## src/rtl/mem_handle_server.sv

```systemverilog
// Round-robin server multiplexing NCH client channels onto one synchronous single-port SRAM.
// Define MEM_HANDLE_SERVER_BOUNDS_EN to add per-channel region inputs and the sticky err flag.
module mem_handle_server #(
  parameter int NCH = 4,
  parameter int AW  = 16
) (
  input  logic                 clk,
  input  logic                 rst_l,
  input  logic [NCH-1:0]       avail,
  input  logic [NCH-1:0]       r_en,
  input  logic [NCH-1:0]       w_en,
  input  logic [NCH-1:0][31:0] ptr,
  input  logic [NCH-1:0][31:0] data_store,
`ifdef MEM_HANDLE_SERVER_BOUNDS_EN
  input  logic [NCH-1:0][31:0] region_begin,
  input  logic [NCH-1:0][31:0] region_end,
`endif
  output logic [NCH-1:0]       done,
  output logic [NCH-1:0][31:0] data_load,
  output logic [AW-1:0]        mem_addr,
  output logic                 mem_rd,
  output logic                 mem_wr,
  output logic [31:0]          mem_wdata,
  input  logic [31:0]          mem_rdata,
  output logic                 err
);

  localparam int CW = (NCH > 1) ? $clog2(NCH) : 1;
  localparam int SW = CW + 1;

  typedef enum logic [1:0] {
    IDLE    = 2'd0,
    ISSUE   = 2'd1,
    CAPTURE = 2'd2,
    ACK     = 2'd3
  } state_t;

  state_t               state_q, state_d;
  logic [CW-1:0]        gnt_q, gnt_d;
  logic [CW-1:0]        last_q, last_d;
  logic                 op_rd_q, op_rd_d;
  logic                 oob_q, oob_d;
  logic [AW-1:0]        mem_addr_q, mem_addr_d;
  logic                 mem_rd_q, mem_rd_d;
  logic                 mem_wr_q, mem_wr_d;
  logic [31:0]          mem_wdata_q, mem_wdata_d;
  logic [NCH-1:0]       done_q, done_d;
  logic [NCH-1:0][31:0] data_load_q, data_load_d;
  logic                 err_q, err_d;

  logic [NCH-1:0]       elig;
  logic                 any_elig;
  logic [CW-1:0]        pick;
  logic [SW-1:0]        cand;
  logic [NCH-1:0]       oob_vec;

  assign elig     = avail & ~done_q;
  assign any_elig = |elig;

`ifdef MEM_HANDLE_SERVER_BOUNDS_EN
  // Region is half-open: [region_begin, region_end).
  always_comb begin
    oob_vec = {NCH{1'b0}};
    for (int c = 0; c < NCH; c++) begin
      oob_vec[c] = (ptr[c] < region_begin[c]) || (ptr[c] >= region_end[c]);
    end
  end
`else
  logic unused_ptr;
  assign oob_vec    = {NCH{1'b0}};
  assign unused_ptr = ^ptr;
`endif

  // Walk from the farthest candidate back to last+1 so the nearest eligible one wins.
  always_comb begin
    pick = last_q;
    cand = {SW{1'b0}};
    for (int i = NCH; i >= 1; i--) begin
      cand = {1'b0, last_q} + SW'(i);
      cand = (cand >= SW'(NCH)) ? (cand - SW'(NCH)) : cand;
      pick = elig[cand[CW-1:0]] ? cand[CW-1:0] : pick;
    end
  end

  // Next-state and datapath updates for the single in-flight transaction.
  always_comb begin
    state_d     = state_q;
    gnt_d       = gnt_q;
    last_d      = last_q;
    op_rd_d     = op_rd_q;
    oob_d       = oob_q;
    mem_addr_d  = mem_addr_q;
    mem_wdata_d = mem_wdata_q;
    mem_rd_d    = 1'b0;
    mem_wr_d    = 1'b0;
    done_d      = done_q;
    data_load_d = data_load_q;
    err_d       = err_q;
    case (state_q)
      IDLE: begin
        if (any_elig) begin
          gnt_d       = pick;
          last_d      = pick;
          op_rd_d     = r_en[pick] & ~w_en[pick];
          oob_d       = oob_vec[pick];
          mem_addr_d  = ptr[pick][AW-1:0];
          mem_wdata_d = data_store[pick];
          mem_rd_d    = r_en[pick] & ~w_en[pick] & ~oob_vec[pick];
          mem_wr_d    = w_en[pick] & ~oob_vec[pick];
          err_d       = err_q | oob_vec[pick];
          state_d     = ISSUE;
        end else begin
          state_d = IDLE;
        end
      end
      ISSUE: begin
        if (!avail[gnt_q]) begin
          state_d = IDLE;
        end else if (op_rd_q) begin
          state_d = CAPTURE;
        end else begin
          done_d[gnt_q] = 1'b1;
          state_d       = ACK;
        end
      end
      CAPTURE: begin
        if (!avail[gnt_q]) begin
          state_d = IDLE;
        end else begin
          data_load_d[gnt_q] = oob_q ? 32'd0 : mem_rdata;
          done_d[gnt_q]      = 1'b1;
          state_d            = ACK;
        end
      end
      ACK: begin
        if (!avail[gnt_q]) begin
          done_d[gnt_q] = 1'b0;
          state_d       = IDLE;
        end else begin
          state_d = ACK;
        end
      end
      default: begin
        state_d = IDLE;
      end
    endcase
  end

  // State and output registers; reset drops any in-flight transaction.
  always_ff @(posedge clk or negedge rst_l) begin
    if (!rst_l) begin
      state_q     <= IDLE;
      gnt_q       <= {CW{1'b0}};
      last_q      <= CW'(NCH - 1);
      op_rd_q     <= 1'b0;
      oob_q       <= 1'b0;
      mem_addr_q  <= {AW{1'b0}};
      mem_rd_q    <= 1'b0;
      mem_wr_q    <= 1'b0;
      mem_wdata_q <= 32'd0;
      done_q      <= {NCH{1'b0}};
      data_load_q <= {NCH{32'd0}};
      err_q       <= 1'b0;
    end else begin
      state_q     <= state_d;
      gnt_q       <= gnt_d;
      last_q      <= last_d;
      op_rd_q     <= op_rd_d;
      oob_q       <= oob_d;
      mem_addr_q  <= mem_addr_d;
      mem_rd_q    <= mem_rd_d;
      mem_wr_q    <= mem_wr_d;
      mem_wdata_q <= mem_wdata_d;
      done_q      <= done_d;
      data_load_q <= data_load_d;
      err_q       <= err_d;
    end
  end

  assign done      = done_q;
  assign data_load = data_load_q;
  assign mem_addr  = mem_addr_q;
  assign mem_rd    = mem_rd_q;
  assign mem_wr    = mem_wr_q;
  assign mem_wdata = mem_wdata_q;
  assign err       = err_q;

endmodule
```

## config.mk

```make
export PLATFORM = sky130hd
export DESIGN_NAME = mem_handle_server
export DESIGN_NICKNAME = d
export VERILOG_FILES = /design/src/rtl/mem_handle_server.sv
export SDC_FILE = /design/constraint.sdc
export NUM_CORES = 1
export LEC_CHECK = 0
export CAP_MARGIN = 20
export CORE_AREA = 2 2 190 192
export CTS_CLUSTER_SIZE = 10
export DETAILED_ROUTE_END_ITERATION = 8
export DIE_AREA = 0 0 192 194
export GPL_ROUTABILITY_DRIVEN = 0
export SLEW_MARGIN = 0
export SYNTH_ARGS = -nofsm -noshare
export SYNTH_HDL_FRONTEND = slang
export SYNTH_SLANG_ARGS = --single-unit
```

## constraint.sdc

```tcl
create_clock -name clk -period 2.5 [get_ports clk]
set_clock_uncertainty 0.2 [all_clocks]
set_input_delay 0.5 -clock clk [delete_from_list [all_inputs] [get_ports clk]]
set_output_delay 0.5 -clock clk [all_outputs]
set_load 0.01 [all_outputs]
```

==> out/qor.csv <==
metric,value,unit
clock share of power,0.143,
GR Layer Usage met2,0.2959,
most frequent CP cell,buf_12,
met1 Usage GRT,0.2089,
final critical-path share of the clock period,1.052,
Crit-path slowest cell,dfrtp_1,
combinational group share of total power,0.582,
Root Driver,clkbuf_16,
Post-synth EDFFs,0,
failing checks,negative setup slack,
drt first pass iters,5,
Slowest Stage Delay on Critical Path,0.39,ns
Cell variety after synth,45,
GRT Total Usage,0.1738,
Top Ports,485,
worst hold margin,0.2785,ns
PwrDens,1244,nW/um^2
layout cells sized above 1,0.2316,
Cell Rows,69,
Worst EP arrival,2.73,ns
CTS tree,built,
NumNets Final,1515,
Sw Share,0.3500,
met3 capacity usage during global routing,0.05557,
Antenna Nets Post-Route,0,
Leak Pwr,0.006480,uW
critical path class,register to register,
clk slew on worst S/H paths,0.07,ns
worst slack at placement,-0.7600,ns
largest net degree at the start of global routing,83,
Iter 0 DRT Violations,280,
Skew-Pair Late Insertion Delay,0.43,ns
H-tree depth,4,
f_max,0.3803,GHz
Clock Tree Buf Depth,2,
Die Y-Extent,194,um
Slew HR,0.6295,
Ys Warns,0,
register bit total from synthesis,189,
final hold vios,0,
slew of the pin with the lowest slew margin,0.5543,ns
fin worst setup slack,-0.1295,ns
Post-Syn Nets,1046,
DP HPWL,24400,um
global route hottest layer,met2,
VDD IR max,0.5049,mV
fin crit period,2.630,ns
CP max FO,8,
global route total overflow,0,
Residual DRC,0,
clk sinks,189,
vias,8133,
synthesis-to-layout area growth,66.31,%
CP Capture Type,register,
die footprint,37250,sq um
post-route insts no fill,1689,
routed len/inst,19.53,um
ys flop type,dfrtp_1,
HP Class,primary input to async pin,
Syn Inst Count,744,
"Cell Area, Synth",9323,sq um
CP Cell Sequence,"and2b_2, nand4_1, nand2_2, a311oi_4, buf_12, buf_12, buf_16, mux2_4, a221o_1",
first-pass GRT wire length,49420,um
net load switching power,6751,uW
synthesized area per cell,12.53,sq um
core area,35220,sq um
Max Slew Vio Count,0,
Power Internal,12540,uW
Final Util,0.4402,
initial antenna violation count,1,
CP bufs+invs,3,
sequential share of the synthesized area,0.5076,
Final Setup Violations,45,
Crit path max-delay family,compound AO/OA/AOI/OAI gates,
status,"complete, but fails checks",
Max Cap Viol,0,
DP Cell Count,1643,
total CTS buffers,17,
Routed Wire Length,32990,um
DR vias/cell,4.815,
sequential fraction of design power,0.276,
die width,192,um
Initial Utilization,0.2647,
Setup crit start kind,register,
vias in the first global route,8322,
RSZ-0062 raised after global routing,yes,
"FFs w/ async S/R, synth",1.000,
I/O Buffers,419,
Critical Path RT,2.60,ns
## through the flow
step / total power, uW / cell area, sq um / TNS, ns
6_report: 19290 / 15500 / -3.483
3_3_place_gp: 15780 / 14640 / -66.90
4_1_cts: 19500 / 15460 / -6.869
2_1_floorplan: 10430 / 9343 / -2.254
3_5_place_dp: 15990 / 14640 / -71.81
5_1_grt: 20510 / 15500 / -8.908
## cells in the mapped netlist (all sizes together), types with 2 or more instances
cell type	n	area (sq um)
dfstp	2	52.55
clkbuf	32	120.1
nor3b	4	41.29
buf	34	259.0
nand3b	2	15.01
nand3	2	10.01
a2111oi	49	447.9
inv	2	7.510
o21bai	2	26.28
dfrtp	187	4679
nor3	3	25.02
nor2b	3	21.27
mux2i	3	30.03
nand2	4	15.01
a31oi	4	25.02
nor2	111	416.7
a21oi	3	15.01
mux2	176	2151
a311oi	2	52.55
a221o	49	490.5
nand2b	7	46.30
mux4	2	45.04
o21ai	50	250.2
## routing by layer
metal,share of wire,up-vias
met1,0.40,3980
met2,0.49,351
met3,0.088,40
li1,-,3760
met4,0.019,2
met5,0.00039,-
## cell families after synthesis
family | share of synthesized area
AO/OA/AOI/OAI | 0.1447
buffers and inverters | 0.04147
flip-flops | 0.5076
multiplexers | 0.2388
other | 0.0004022
AND/OR/NAND/NOR | 0.06711
## final timing paths
path,start,slack [ns],cells after the start,endpoint
max,register,-0.13,9,mem_addr[12]
min,rst_l,0.28,2,data_load[123]
max reg2reg,register,-0.13,9,mem_addr[12]
min reg2reg,data_load[7],0.29,1,data_load[7]
max in group asynchronous,rst_l,1.12,3,data_load[73]
min in group clk,data_load[7],0.29,1,data_load[7]
## registers in the layout, indices dropped and copies added, names as in the netlist, named ones only
signal     flops
gnt_q          2
mem_addr      16
mem_wdata     32
mem_rd         1
last_q         2
state_q        2
data_load    128
op_rd_q        1
mem_wr         1
## cells in the final DEF (no fill, tap or decap), types with 3 or more instances in the layout
cell             count
clkdlybuf4s50_1    414
dfrtp_1            187
nor2_1             109
mux2_2              77
buf_4               67
mux2_1              51
mux2_4              48
a221o_1             48
o21ai_0             47
a2111oi_0           38
buf_12              18
clkbuf_16           17
buf_6                7
nand2b_1             6
a2111oi_1            5
a2111oi_2            4
a31oi_1              4
inv_6                4
dlygate4sd2_1        4
nor2b_4              3
nor3b_1              3
a21oi_1              3
nand2_1              3
inv_8                3
buf_16               3
## cell type report
| type | count | area (sq um) |
|---|---|---|
| fillers | 3329 | 19720 |
| multi-input cells | 487 | 4349 |
| inverters | 2 | 7.507 |
| clock inverters | 14 | 152.6 |
| flip-flops and latches | 189 | 4732 |
| clock buffers | 18 | 439.2 |
| repair buffers | 516 | 5243 |
| well taps | 461 | 576.8 |
| diodes | 2 | 5.005 |
## power by group through the flow
stage	Combinational (uW)	Clock (uW)	Sequential, uW
after global placement	10400	0	5340
after detailed placement	10600	0	5370
after CTS	11300	2880	5340
after floorplan	4540	0	5890
after global routing	12000	2980	5500
final	11200	2750	5310
## repair_timing
| action | in CTS | in global routing |
|---|---|---|
| hold endpoints to repair | 44 | 0 |
| gates cloned | 2 | 0 |
| setup endpoints to repair | 51 | 51 |
| setup buffers | 11 | 0 |
| hold buffers | 1 | 0 |
| gates resized for setup | 29 | 16 |
| pin swaps | 8 | 3 |
Note: power is estimated with default switching activity, not from simulation.
